### src/rtl/ga_generation_sequencer.sv
// Generation sequencer for one GA run: drives selection, mutation and fitness stages
// in order, hands each a fresh LFSR seed, traps hung stages and counts generations.
module ga_generation_sequencer #(
  parameter int unsigned MAX_GEN   = 1000,
  parameter int unsigned GEN_W     = 16,
  parameter logic [31:0] SEED_INIT = 32'hACE12015,
  parameter int unsigned TIMEOUT   = 255
) (
  input  logic             clk,
  input  logic             reset,
  input  logic             run,
  input  logic             abort,
  output logic             sel_start,
  input  logic             sel_done,
  output logic             mut_start,
  input  logic             mut_done,
  output logic             fit_start,
  input  logic             fit_done,
  input  logic             fit_converged,
  output logic [31:0]      prg_seed,
  output logic [GEN_W-1:0] generation,
  output logic             busy,
  output logic             done,
  output logic             error
);

  // An all-zero seed would lock the LFSR, so it is replaced by 1.
  localparam logic [31:0]      SEED_RST  = (SEED_INIT == 32'h0) ? 32'h1 : SEED_INIT;
  localparam logic [GEN_W-1:0] GEN_LAST  = GEN_W'(MAX_GEN);
  localparam logic [8:0]       TMO_LIMIT = 9'(TIMEOUT);

  typedef enum logic [3:0] {
    IDLE,
    SEL_START,
    SEL_WAIT,
    MUT_START,
    MUT_WAIT,
    FIT_START,
    FIT_WAIT,
    NEXT_GEN,
    FINISH,
    ERROR
  } state_t;

  state_t           state;
  state_t           wait_exit;
  logic             stage_done;
  logic [7:0]       tmo_cnt;
  logic [8:0]       tmo_inc;
  logic             converged;
  logic [GEN_W-1:0] gen_inc;

  function automatic logic [31:0] lfsr_next(input logic [31:0] v);
    return v[0] ? ((v >> 1) ^ 32'h80200003) : (v >> 1);
  endfunction

  // Each WAIT state listens only to its own stage's done.
  always_comb begin
    stage_done = 1'b0;
    wait_exit  = IDLE;
    case (state)
      SEL_WAIT: begin stage_done = sel_done; wait_exit = MUT_START; end
      MUT_WAIT: begin stage_done = mut_done; wait_exit = FIT_START; end
      FIT_WAIT: begin stage_done = fit_done; wait_exit = NEXT_GEN;  end
      default:  ;
    endcase
  end

  assign tmo_inc = {1'b0, tmo_cnt} + 9'd1;
  assign gen_inc = generation + GEN_W'(1);

  // NOTE: state is updated with non-blocking assignments only, so every branch below
  // sees the pre-edge values of state, prg_seed and generation.
  always_ff @(posedge clk or posedge reset) begin
    if (reset) begin
      state      <= IDLE;
      prg_seed   <= SEED_RST;
      generation <= '0;
      tmo_cnt    <= '0;
      converged  <= 1'b0;
    end else begin
      case (state)
        IDLE, FINISH: begin
          if (run) begin
            state      <= SEL_START;
            generation <= '0;
            converged  <= 1'b0;
            prg_seed   <= lfsr_next(SEED_RST);
          end
        end
        SEL_START, MUT_START, FIT_START: begin
          tmo_cnt <= '0;
          if (abort)                  state <= IDLE;
          else if (state == SEL_START) state <= SEL_WAIT;
          else if (state == MUT_START) state <= MUT_WAIT;
          else                         state <= FIT_WAIT;
        end
        SEL_WAIT, MUT_WAIT, FIT_WAIT: begin
          // Priority: abort, then the stage's done, then the timeout.
          if (abort) begin
            state <= IDLE;
          end else if (stage_done) begin
            state <= wait_exit;
            if (state == FIT_WAIT) converged <= fit_converged;
            else                   prg_seed  <= lfsr_next(prg_seed);
          end else if (tmo_inc == TMO_LIMIT) begin
            state <= ERROR;
          end else begin
            tmo_cnt <= tmo_inc[7:0];
          end
        end
        NEXT_GEN: begin
          if (abort) begin
            state <= IDLE;
          end else begin
            generation <= gen_inc;
            if (gen_inc == GEN_LAST || converged) begin
              state <= FINISH;
            end else begin
              state    <= SEL_START;
              prg_seed <= lfsr_next(prg_seed);
            end
          end
        end
        ERROR: begin
          if (abort) state <= IDLE;
        end
        default: state <= IDLE;
      endcase
    end
  end

  // Outputs decode the state register directly, so reset clears them without a clock.
  assign sel_start = (state == SEL_START);
  assign mut_start = (state == MUT_START);
  assign fit_start = (state == FIT_START);
  assign done      = (state == FINISH);
  assign error     = (state == ERROR);
  assign busy      = !(state inside {IDLE, FINISH, ERROR});

endmodule

### config.mk
export PLATFORM = sky130hd
export DESIGN_NAME = ga_generation_sequencer
export DESIGN_NICKNAME = d
export VERILOG_FILES = /design/src/rtl/ga_generation_sequencer.sv
export SDC_FILE = /design/constraint.sdc
export NUM_CORES = 1
export LEC_CHECK = 0
export ABC_AREA = 1
export CORE_MARGIN = 2
export CORE_UTILIZATION = 45
export CTS_CLUSTER_SIZE = 8
export DETAILED_ROUTE_END_ITERATION = 10
export PLACE_DENSITY = 0.67
export SLEW_MARGIN = 5
export SYNTH_ARGS = -nofsm -noshare
export SYNTH_HDL_FRONTEND = slang
export SYNTH_SLANG_ARGS = --single-unit
### constraint.sdc
create_clock -name clk -period 2.3 [get_ports clk]
set_clock_uncertainty 0.15 [all_clocks]
set_input_delay 0.345 -clock clk [delete_from_list [all_inputs] [get_ports clk]]
set_output_delay 0.345 -clock clk [all_outputs]
set_load 0.005 [all_outputs]
==> summary.md <==
| Metric | Value |
|---|---|
| Design Power | `5.99 mW` |
| Cts bufs inserted | `9` |
| FF-to-FF End | `prg_seed[10]$_DFFE_PP0P_` |
| Total track usage | `21.7%` |
| Largest net degree at the start of global routing | `46` |
| Final Hold Fails | `0` |
| Setup WS pre-CTS | `-0.170 ns` |
| Syn Nets | `487` |
| PD cells | `1190 nW/um2` |
| Placed Cells | `638` |
| Clock sinks | `61` |
| Sequential Power Share | `27.6%` |
| CP Max Fanout | `8` |
| Vias | `3511` |
| Final routed DRC violation total | `0` |
| Internal power | `3.40 mW` |
| Post-synthesis sequential area ratio | `43.0%` |
| Router iterations before antenna repair | `5` |
| Most common cell in the netlist | `nand2_1` |
| Ant diodes | `0` |
| Die height | `93.3 um` |
| Type of the worst setup path | `flip-flop to flip-flop` |
| Top cell type's share of synthesized area | `34.2%` |
| DR iter-0 viols | `215` |
| Fin crit share | `95.7%` |
| Worst-Margin Slew | `0.725 ns` |
| CP startpoint kind | `flip-flop` |
| Nets | `581` |
| DP HPWL | `5.92 mm` |
| Vias in the first global route | `3117` |
| Slowest cell on the critical path | `dfrtp_1` |
| Gate power share | `55.8%` |
| Reg-to-Reg Start | `generation[1]$_DFFE_PP0P_` |
| Period minus WS final | `2.20 ns` |
| First-pass GRT wire length | `15.0 mm` |
| Slew Limit Fails | `0` |
| Clock transition at the registers of the reported paths | `0.07 ns` |
| Synth top cells by count | `nand2_1, nor2_1, inv_1` |
| R2r setup slk | `0.1 ns` |
| Die area | `8700 um2` |
| Worst setup path start | `generation[1]$_DFFE_PP0P_` |
| Flip-flop and latch area | `1550 um2` |
| Htree depth | `3` |
| Layout Cells excl Fill | `675` |
| Synth Cell Area | `3590 um2` |
| Max-Cap Viols | `0` |
| Worst R2R Path Depth | `15` |
| Wire per inst | `14.1 um` |
| Footprint of the multi-input gates | `1950 um2` |
| Setup crit end kind | `flip-flop` |
| Area growth, synth to finish | `39.7%` |
| Filler cell count | `645` |
| Antenna violations before repair | `0` |
| GR Overflow Total | `0` |
| Final setup viols | `0` |
| Number of synthesized register bits | `61` |
| Port bufs | `61` |
| Util after Layout | `64.9%` |
| Cell count after synthesis | `475` |
| Static Leak | `2.19 nW` |
| Hold Crit Class | `input pin to async pin` |
| Peak VDD IR | `0.735 mV` |
| Core area | `7730 um2` |
| Ranking of synthesized cells by area | `dfrtp_1, nand2_1, dfstp_2` |
| Critical Path Max Stage Delay | `0.39 ns` |
| ANT nets after route | `0` |
| Post-route cell area | `5010 um2` |
| Die width | `93.3 um` |
| Syn. warnings | `0` |
| Crit-path cells | `ha_4 > nand2_4 > nor2_4 > nand2_1 > nand2_1 > nand2_2 > nor2_2 > nand2_1 > nor2_2 > nand3_2 > nand2_4 > nand2_8 > clkbuf_16 > nand4_1 > nand2_1` |
| Mean Syn Cell Area | `7.55 um2` |
| Most used cell along the critical path | `nand2_1` |
| Synth area leader | `dfrtp_1` |
| Sw frac | `43.2%` |
| Vias/cell | `5.20` |
| Main flop type after synthesis | `dfrtp_1` |
| CP endpoint | `prg_seed[10]$_DFFE_PP0P_` |
| Sw power | `2.59 mW` |
| Max frequency | `454 MHz` |
| Post-Route WL | `9.54 mm` |
| Clk_lat worst skew | `0.34 ns` |
| Run status | `completed` |
| Yosys cell types | `36` |
| Placer Congestion | `0.872` |
| CTS tree | `yes` |
| Hold_buf cts | `0` |
| Worst slew margin | `51.7%` |
| WP data required | `2.38 ns` |
| Clk pwr share | `16.6%` |
| Clock Path Buffers | `2` |
| # rows | `32` |
| Async SR Flop Fraction | `100%` |
| Area after DPL | `4370 um2` |
| Root Driver | `clkbuf_8` |
| Worst EP arrival | `2.28 ns` |
| Post-synth EDFFs | `0` |
| Num ports | `62` |
| Share of cells above drive strength 1 | `24.1%` |
| Initial Util | `46.4%` |
| Worst Setup Slack, final | `0.0990 ns` |
[layout by cell type, fill, tap and decap left out, drive strengths merged, types with 8 or more instances in the layout]
cell type / count
or2: 10
a21oi: 8
o22ai: 9
buf: 34
xor2: 10
dfstp: 12
dfrtp: 49
nand2: 131
o21ai: 19
clkbuf: 14
clkdlybuf4s50: 59
nand3: 32
nand4: 38
nor2: 64
inv: 57
[power groups by stage]
stage	clock, mW	combinational, mW	sequential, mW
finish	0.991	3.34	1.65
global route	1.05	3.68	1.69
CTS	0.997	2.84	1.64
detailed placement	0	2.73	1.66
global placement	0	2.72	1.65
floorplan	0	1.91	1.63
[area by class of cell]
cell class	instances	area share, %
well taps	102	2.55
inverters	58	4.39
repair buffers	97	19.3
clock inverters	3	0.899
flip-flops and latches	61	30.9
clock buffers	12	3.10
multi-input cells	342	38.9
[metrics by stage]
stage / hold slack [ns] / TNS (ns)
3_5_place_dp: 0.311 / -3.42
2_1_floorplan: 0.306 / 0
4_1_cts: 0.177 / 0
3_3_place_gp: 0.311 / -1.03
6_report: 0.169 / 0
5_1_grt: 0.197 / -0.299
[flip-flops by register name, indices dropped and copies added (netlist names)]
| name | cells |
|---|---|
| converged | 1 |
| generation | 16 |
| prg_seed | 32 |
| state | 4 |
| tmo_cnt | 8 |
[worst max-delay path: cells and delay by family, from the launching register on]
kind          cells  cell delay (ns)
simple gates     13             1.17
buf+inv           1             0.18
flops             1             0.39
fa+ha+maj         1             0.20
[per-layer routing]
layer / wire length (um) / global-route usage, % / up-vias / share of wire, %
li1: - / - / 1746 / -
met1: 4370 / 31.3 / 1658 / 46
met2: 4620 / 32.6 / 94 / 48
met3: 423 / 3.22 / 13 / 4.4
met4: 135 / 8.82 / 0 / 1.4
met5: 0 / 0 / - / 0
[worst min-delay path by stage]
| stage | from | endpoint | slack [ns] | cells past startpoint |
|---|---|---|---|---|
| 2_1_floorplan | prg_seed[13]$_DFFE_PP1P_ | prg_seed[13]$_DFFE_PP1P_ | 0.31 | 2 |
| 3_3_place_gp | prg_seed[16]$_DFFE_PP1P_ | prg_seed[16]$_DFFE_PP1P_ | 0.31 | 2 |
| 3_5_place_dp | prg_seed[21]$_DFFE_PP1P_ | prg_seed[21]$_DFFE_PP1P_ | 0.31 | 2 |
| 4_1_cts | reset | generation[14]$_DFFE_PP0P_ | 0.18 | 2 |
| 5_1_grt | reset | generation[14]$_DFFE_PP0P_ | 0.20 | 2 |
| 6_report | reset | generation[14]$_DFFE_PP0P_ | 0.17 | 2 |
[kinds of logic after synthesis]
family,share of synthesized area [%]
DFF,43.0
buffers and inverters,9.24
adders and majority gates,1.40
muxes,0.279
xor gates and xnor gates,3.17
AOI/OAI and AO/OA,7.39
and+or+nand+nor,35.5
[repair_timing]
item | CTS | global route
gates resized for setup | 5 | 52
cloned | 1 | 6
setup endpoints to repair | 49 | 41
pin swaps | 0 | 20
buffers inserted | 0 | 15
No activity file was read; power rests on OpenSTA's default activity.
